--- src/rtl/flash_sample_reader.sv ---
// Streams 16-bit audio samples out of 32-bit flash words, two samples per word.
// Optional read watchdog: define READ_TIMEOUT_EN to abort and retry stalled reads.
module flash_sample_reader #(
    parameter int TIMEOUT_CYCLES = 255
) (
    input  logic        clk,
    input  logic        reset_n,
    input  logic        enable,
    input  logic        sample_tick,
    input  logic        address_direction,
    input  logic [22:0] reading_address,
    output logic        changing_address,
    output logic        flash_mem_read,
    output logic [22:0] flash_mem_address,
    input  logic        flash_mem_waitrequest,
    input  logic        flash_mem_readdatavalid,
    input  logic [31:0] flash_mem_readdata,
    output logic [15:0] audio_sample,
    output logic        sample_valid,
    output logic        underrun,
    output logic        timeout
);

    typedef enum logic [2:0] {
        IDLE,
        REQ,
        WAIT_DATA,
        FIRST,
        SECOND,
        ADVANCE
    } state_t;

    state_t state;
    state_t next_state;

    logic [31:0] word;
    logic        dir;
    logic        accept;
    logic        data_arrived;
    logic        wd_abort;
    logic [15:0] first_half;
    logic [15:0] second_half;

    // read is raised one cycle into REQ, so a handshake only counts once it is asserted
    assign accept       = (state == REQ) && flash_mem_read && !flash_mem_waitrequest;
    assign data_arrived = (state == WAIT_DATA) && flash_mem_readdatavalid;
    assign first_half   = dir ? word[15:0]  : word[31:16];
    assign second_half  = dir ? word[31:16] : word[15:0];

`ifdef READ_TIMEOUT_EN
    localparam int WD_W = (TIMEOUT_CYCLES < 2) ? 1 : $clog2(TIMEOUT_CYCLES);

    logic [WD_W-1:0] wd_count;
    logic            wd_fire;

    assign wd_fire  = ((state == REQ) || (state == WAIT_DATA)) &&
                      (wd_count == WD_W'(TIMEOUT_CYCLES - 1));
    // a handshake completing on the limit cycle wins over the abort
    assign wd_abort = wd_fire && !accept && !data_arrived;

    always_ff @(posedge clk) begin
        if (!reset_n) begin
            wd_count <= '0;
            timeout  <= 1'b0;
        end else begin
            timeout <= wd_abort;
            if (wd_abort || (next_state != state)) begin
                wd_count <= '0;
            end else if ((state == REQ) || (state == WAIT_DATA)) begin
                wd_count <= wd_count + 1'b1;
            end else begin
                wd_count <= '0;
            end
        end
    end
`else
    logic unused_timeout_cfg;

    assign unused_timeout_cfg = (TIMEOUT_CYCLES != 0);
    assign wd_abort           = 1'b0;
    assign timeout            = 1'b0;
`endif

    always_ff @(posedge clk) begin
        if (!reset_n) begin
            state <= IDLE;
        end else begin
            state <= next_state;
        end
    end

    always_comb begin
        next_state = state;
        case (state)
            IDLE:      if (enable)                  next_state = REQ;
            REQ:       if (accept)                  next_state = WAIT_DATA;
            WAIT_DATA: if (flash_mem_readdatavalid) next_state = FIRST;
            FIRST:     if (sample_tick)             next_state = SECOND;
            SECOND:    if (sample_tick)             next_state = ADVANCE;
            ADVANCE:   next_state = enable ? REQ : IDLE;
            default:   next_state = IDLE;
        endcase
        if (wd_abort) begin
            next_state = REQ;
        end
    end

    // Ticks only count while a word is loaded; anywhere else they are dropped.
    always_ff @(posedge clk) begin
        if (!reset_n) begin
            flash_mem_read    <= 1'b0;
            flash_mem_address <= '0;
            word              <= '0;
            dir               <= 1'b0;
            audio_sample      <= '0;
            sample_valid      <= 1'b0;
            changing_address  <= 1'b0;
            underrun          <= 1'b0;
        end else begin
            sample_valid     <= 1'b0;
            changing_address <= 1'b0;
            underrun         <= sample_tick &&
                                ((state == REQ) || (state == WAIT_DATA) || (state == ADVANCE));

            flash_mem_read <= (state == REQ) && !accept && !wd_abort;
            if ((state == REQ) && !flash_mem_read) begin
                flash_mem_address <= reading_address;
            end

            if (data_arrived) begin
                word <= flash_mem_readdata;
                dir  <= address_direction;
            end

            if ((state == FIRST) && sample_tick) begin
                audio_sample <= first_half;
                sample_valid <= 1'b1;
            end

            if ((state == SECOND) && sample_tick) begin
                audio_sample     <= second_half;
                sample_valid     <= 1'b1;
                changing_address <= 1'b1;
            end
        end
    end

endmodule

--- config.mk ---
export PLATFORM = sky130hd
export DESIGN_NAME = flash_sample_reader
export DESIGN_NICKNAME = d
export VERILOG_FILES = /design/src/rtl/flash_sample_reader.sv
export SDC_FILE = /design/constraint.sdc
export NUM_CORES = 1
export LEC_CHECK = 0
export CAP_MARGIN = 5
export CORE_ASPECT_RATIO = 1.4
export CORE_MARGIN = 2
export CORE_UTILIZATION = 50
export CTS_BUF_LIST = sky130_fd_sc_hd__clkbuf_8
export CTS_CLUSTER_DIAMETER = 60
export DETAILED_ROUTE_END_ITERATION = 7
export HOLD_SLACK_MARGIN = 0.1
export PLACE_DENSITY = 0.93
export SYNTH_ARGS = -nofsm -noshare
export SYNTH_HDL_FRONTEND = slang
export SYNTH_SLANG_ARGS = --single-unit
--- constraint.sdc ---
create_clock -name clk -period 3.1 [get_ports clk]
set_input_delay 0.465 -clock clk [delete_from_list [all_inputs] [get_ports clk]]
set_output_delay 0.465 -clock clk [all_outputs]
set_load 0.05 [all_outputs]
Word-level counts from Yosys, hierarchy flattened
Index checks and enable logic that the tools add are counted.
{"block": "classes", "shifts": 0, "n_lt_le_gt_ge": 0, "div": 0, "addsub": 0, "eq_ne": 10, "mul": 0, "n_reduce_logical": 16, "n_bitwise": 0, "muxes": 14}
{"op": "two-way mux 16 bit", "count": 4}
{"op": "one-hot mux 3 bit (6 select lines)", "count": 1}
{"op": "two-way mux 3 bit", "count": 5}
{"op": "inequality test 2 bit (second input constant)", "count": 5}
{"op": "logical AND 1 bit", "count": 8}
{"op": "equality test 3 x 2 -> 1 bit (second input constant)", "count": 2}
{"op": "equality test 3 bit (second input constant)", "count": 2}
{"op": "AND reduction 5 bit", "count": 1}
{"op": "two-way mux 1 bit", "count": 4}
{"op": "equality test 3 x 1 -> 1 bit (second input constant)", "count": 1}
{"op": "zero test 1 bit", "count": 3}
{"op": "zero test 3 bit", "count": 1}
{"op": "logical OR 1 bit", "count": 2}
{"op": "nonzero test 2 bit", "count": 1}
{"block": "word_totals", "ram_bits": 0, "n_memories": 0, "latchBits": 0, "ff_bits": 79, "out_inout_bits": 44, "mem_bits_ro": 0}

Depth between registers and ports, before layout
{"block": "logic_depth", "word_depth": 5, "depth_mapped": 7, "ltp_nobuf": 4}

Least setup slack after synthesis
No wires, ideal clock.
{"block": "synth_path", "path_kind": "reg-to-reg", "from": "reg flash_mem_read", "to": "reg state[0]", "period_less_slack_ns": 1.465, "setup_time_ns": 0.072, "t_arrival_ns": 1.393, "path_buffers": 0, "slack_ns": 1.635, "t_required_ns": 3.028, "stages_incl_launch_ff": 5, "cell_sequence": "dfxtp_1 -> nand2b_1 -> a22oi_1 -> o21a_1 -> mux2i_1"}
{"block": "synth_via", "elab_chain_cells": 4}
{"item": "from (decl)", "line_no": "13", "rtl": "output logic flash_mem_read,"}
{"item": "from (signal assigned)", "line_no": "125", "rtl": "flash_mem_read <= (state == REQ) && !accept && !wd_abort;"}
{"item": "logical AND 1 bit (2 in series)", "line_no": "45", "rtl": "assign accept = (state == REQ) && flash_mem_read && !flash_mem_waitrequest;"}
{"item": "inequality test 2 bit (no line)"}
{"item": "AND reduction 5 bit (no line)"}
{"item": "to (signal assigned)", "line_no": "88", "rtl": "state <= next_state;"}
{"item": "to (decl)", "line_no": "33", "rtl": "state_t state;"}
No other way between the ends.
A chain may end at the register's enable or synchronous reset.

Worst setup path in the final report
{"block": "layout_path", "from": "in sample_tick", "to": "reg audio_sample[1]"}
{"block": "layout_via", "elab_chain_cells": 2, "word_cells_on_any_way": 4, "cone_classes": "mux (1); reduce/logical (3)"}
{"item": "from (decl)", "line_no": "9", "rtl": "input logic sample_tick,"}
{"item": "logical AND 1 bit, on equally long branches", "line_no": "140, 135"}
{"item": "two-way mux 16 bit or nonzero test 2 bit (tied branches)"}
{"item": "to (signal assigned)", "line_no": "136", "rtl": "audio_sample <= first_half;"}
{"item": "to (signal assigned)", "line_no": "141", "rtl": "audio_sample <= second_half;"}
{"item": "to (decl)", "line_no": "18", "rtl": "output logic [15:0] audio_sample,"}
Parallel ways exist; a longest one is shown, timed or not.

==> flow_summary_export.csv <==
group,metric,value,unit
detailed_routing,drcViolationCount,0,
grt,grt_pass1_wl,12370,µm
clock_network,cts-root-buf,"clkbuf_8",
worst_setup_path,worstPathRequired,3.35,ns
detailed_routing,viasPerCell,5.252,
flow_run,drv_cap,0,
clock_network,cts_inserted_buffers,9,
cells_and_area,fin_area,4258,µm²
clock_network,cts_tree,"yes",
cells_and_area,fillers,440,
worst_setup_path,regToRegSetupSlack,0.99,ns
synthesis,synthesis.area,3014,µm²
grt,grt_max_degree,34,
clock_network,insertion_delay,0.34,ns
power,power.density,822.3,nW/µm²
clock_network,cts_hold_buf,0,
clock_network,cts-resized-gates,0,
cells_and_area,num_antenna_cells,0,
timing,slew_viol_final,0,
detailed_routing,detail_route.wl_per_cell,13.59,µm
hold_path,hold_depth,2,
grt,grt.total_usage,23.31,%
placed_design,io_buffers,104,
timing,final.min_clock_period,2.152,ns
worst_setup_path,cp-start-kind,"primary input",
clock_network,clockBufferDepth,2,
clock_network,postCtsSetupBuffers,0,
detailed_routing,firstDrtPassIters,4,
placed_design,gp_congestion,0.7802,
floorplanning,initial_utilization,51.41,%
synthesis,avgSynthCellArea,7.995,µm²
floorplanning,die_area,6674,µm²
timing,worst_slack,0.9485,ns
timing,setup_viol,0,
hold_path,hp-class,"reg -> reg",
worst_setup_path,timing.rr.start,"state[1]",
power,leakage,1.474,nW
placed_design,dp_slack,0.6867,ns
timing,fin_crit_sh,69.40,%
synthesis,ys_seq_elements,79,
timing,worstMarginPinSlew,0.8542,ns
worst_setup_path,r2r_end,"audio_sample[1]",
synthesis,synthesis.nets,439,
detailed_routing,wirelength,7391,µm
floorplanning,io_pins,106,
floorplanning,std_cell_rows,33,
timing,skew,0.008133,ns
placed_design,hpwlAfterDp,5203,µm
timing,grt_setup_unrepaired,"false",
cells_and_area,nNetsFinal,531,
detailed_routing,ant_nets,0,
synthesis,syn_inst,377,
clock_network,clkTransAtPathRegs,0.07,ns
worst_setup_path,worstSetupEndpointType,"flop",
cells_and_area,area_growth,41.26,%
detailed_routing,drt_iter0_drc,110,
timing,hold_violations,0,
clock_network,clock-sinks,79,
grt,grt-ovfl-total,0,
detailed_routing,vias,2857,
timing,relSlewSlack,42.91,%
floorplanning,die_x,69.62,µm
worst_setup_path,crit_fanout,32,
worst_setup_path,crit_type,"in -> reg",
hold_path,hold-path-endpoint,"flash_mem_address[1]",
placed_design,place_area,4034,µm²
hold_path,min_from,"flash_mem_address[1]",
synthesis,yosysSeqAreaShare,52.47,%
grt,grt_pass1_vias,2781,
synthesis,synth_warnings,0,
timing,tns,0,ns
timing,fmax,0.4648,GHz
floorplanning,die_h,95.87,µm
clock_network,htree_num_levels,3,
worst_setup_path,reg2reg_depth,4,
cells_and_area,drive_above_1_share,5.063,%
worst_setup_path,crit_arrival,2.40,ns
power,ir_worst_vdd,443.8,µV
grt,grt_antenna_before_repair,0,
synthesis,synth.distinct_cells,30,
floorplanning,core_area,5863,µm²
run_status,status,"completed",
==> layout by cell type, fill, tap and decap left out <==
cell type / Yosys / final
nand2_1: 151 / 151
clkdlybuf4s50_1: 0 / 104
dfxtp_1: 79 / 79
a21oi_1: 60 / 60
a31oi_1: 16 / 16
o21ai_0: 15 / 15
clkbuf_8: 0 / 11
buf_4: 1 / 5
nor2_1: 3 / 3
nand2b_1: 3 / 3
mux2i_1: 3 / 3
and3_1: 2 / 2
bufinv_16: 0 / 2
inv_1: 0 / 2
nand4bb_4: 1 / 1
nand4b_1: 1 / 1
xnor2_4: 1 / 1
xor2_2: 1 / 1
nand3_1: 1 / 1
inv_2: 1 / 1
a221o_1: 1 / 1
and3b_1: 1 / 1
nor3b_1: 1 / 1
a22oi_1: 1 / 1
o21a_1: 1 / 1
xnor2_1: 1 / 1
or3_1: 1 / 1
nor3_2: 1 / 1
a211oi_1: 1 / 1
o21ai_1: 1 / 1
conb_1: 1 / 1
clkinv_2: 0 / 1
==> layout make-up <==
cell class | instances | area (µm²) | area share, %
clock buffers | 11 | 151.4 | 3.556
clock inverters | 5 | 72.57 | 1.704
multi-input cells | 269 | 1282 | 30.12
repair buffers | 109 | 1079 | 25.33
inverters | 1 | 3.754 | 0.08816
flip-flops and latches | 79 | 1582 | 37.14
well taps | 70 | 87.58 | 2.057
==> kinds of logic (layout without fill, tap and decap cells) <==
family	Yosys count	count (layout)	share of synthesized area [%]
AND/OR/NAND/NOR	166	166	22.67
XOR/XNOR	3	3	1.744
multiplexers	3	3	0.9963
flip-flops	79	79	52.47
buffers and inverters	29	126	4.981
other	1	1	0.1244
AO/OA/AOI/OAI	96	96	17.02
==> layer usage <==
| layer | GRT usage [%] | routed length [µm] |
|---|---|---|
| met3 | 5.550 | 453 |
| met5 | 0 | 0 |
| met4 | 14.58 | 264 |
| met1 | 25.96 | 3041 |
| met2 | 40.38 | 3631 |
==> synth_stat cells <==
| cell | n | area (µm²) |
|---|---|---|
| dfxtp_1 | 79 | 1582 |
| a21oi_1 | 60 | 300.3 |
| xnor2_1 | 1 | 8.760 |
| a22oi_1 | 1 | 7.510 |
| nor3_2 | 1 | 10.01 |
| mux2i_1 | 3 | 30.03 |
| xnor2_4 | 1 | 27.53 |
| clkbuf_1 | 12 | 45.04 |
| o21ai_1 | 1 | 5.000 |
| buf_2 | 12 | 60.06 |
| inv_2 | 1 | 3.750 |
| a221o_1 | 1 | 10.01 |
| o21ai_0 | 15 | 75.07 |
| nand4b_1 | 1 | 8.760 |
| nand3_1 | 1 | 5.000 |
| buf_6 | 3 | 33.78 |
| a31oi_1 | 16 | 100.1 |
| buf_4 | 1 | 7.510 |
| nor3b_1 | 1 | 7.510 |
| a211oi_1 | 1 | 7.510 |
| nand2_1 | 151 | 566.8 |
| xor2_2 | 1 | 16.27 |
| nand2b_1 | 3 | 18.77 |
| and3b_1 | 1 | 8.760 |
| and3_1 | 2 | 12.51 |
| nand4bb_4 | 1 | 27.53 |
| o21a_1 | 1 | 7.510 |
| nor2_1 | 3 | 11.26 |
| or3_1 | 1 | 6.260 |
| conb_1 | 1 | 3.750 |
==> sequential cells by signal, indices dropped and copies added (netlist names) <==
register           cells
flash_mem_read         1
changing_address       1
sample_valid           1
audio_sample          16
state                  3
underrun               1
word                  32
dir                    1
flash_mem_address     23
==> worst max-delay path by stage <==
stage / to / depth (start not counted) / from
after global routing: audio_sample[6] / 4 / state[1]
after CTS: audio_sample[1] / 5 / sample_tick
after floorplan: state[0] / 4 / flash_mem_read
after global placement: audio_sample[3] / 5 / sample_tick
after detailed placement: audio_sample[6] / 5 / sample_tick
final: audio_sample[1] / 5 / sample_tick
==> worst max-delay path: stages <==
cell and delay [ns]:
clkdlybuf4s50_1 0.59, nand4bb_4 0.21, nand2_1 0.69, o21ai_0 0.22, a31oi_1 0.23
==> metrics by stage <==
step,util [%],hold slack [ns],cells,total power (W)
finish,72.62,0.4527,544,0.003501
global route,72.62,0.4687,544,0.003688
CTS,72.62,0.4561,544,0.003521
detailed placement,68.80,0.4463,528,0.002688
global placement,68.80,0.4419,528,0.002653
floorplan,-,0.4366,377,0.002287
==> where the power goes <==
group | internal, W | switching (W)
combinational | 0.000472 | 0.000852
sequential | 0.00120 | 0.000144
clock | 0.000491 | 0.000344
total | 0.00216 | 0.00134
No activity file was read; power rests on OpenSTA's default activity.
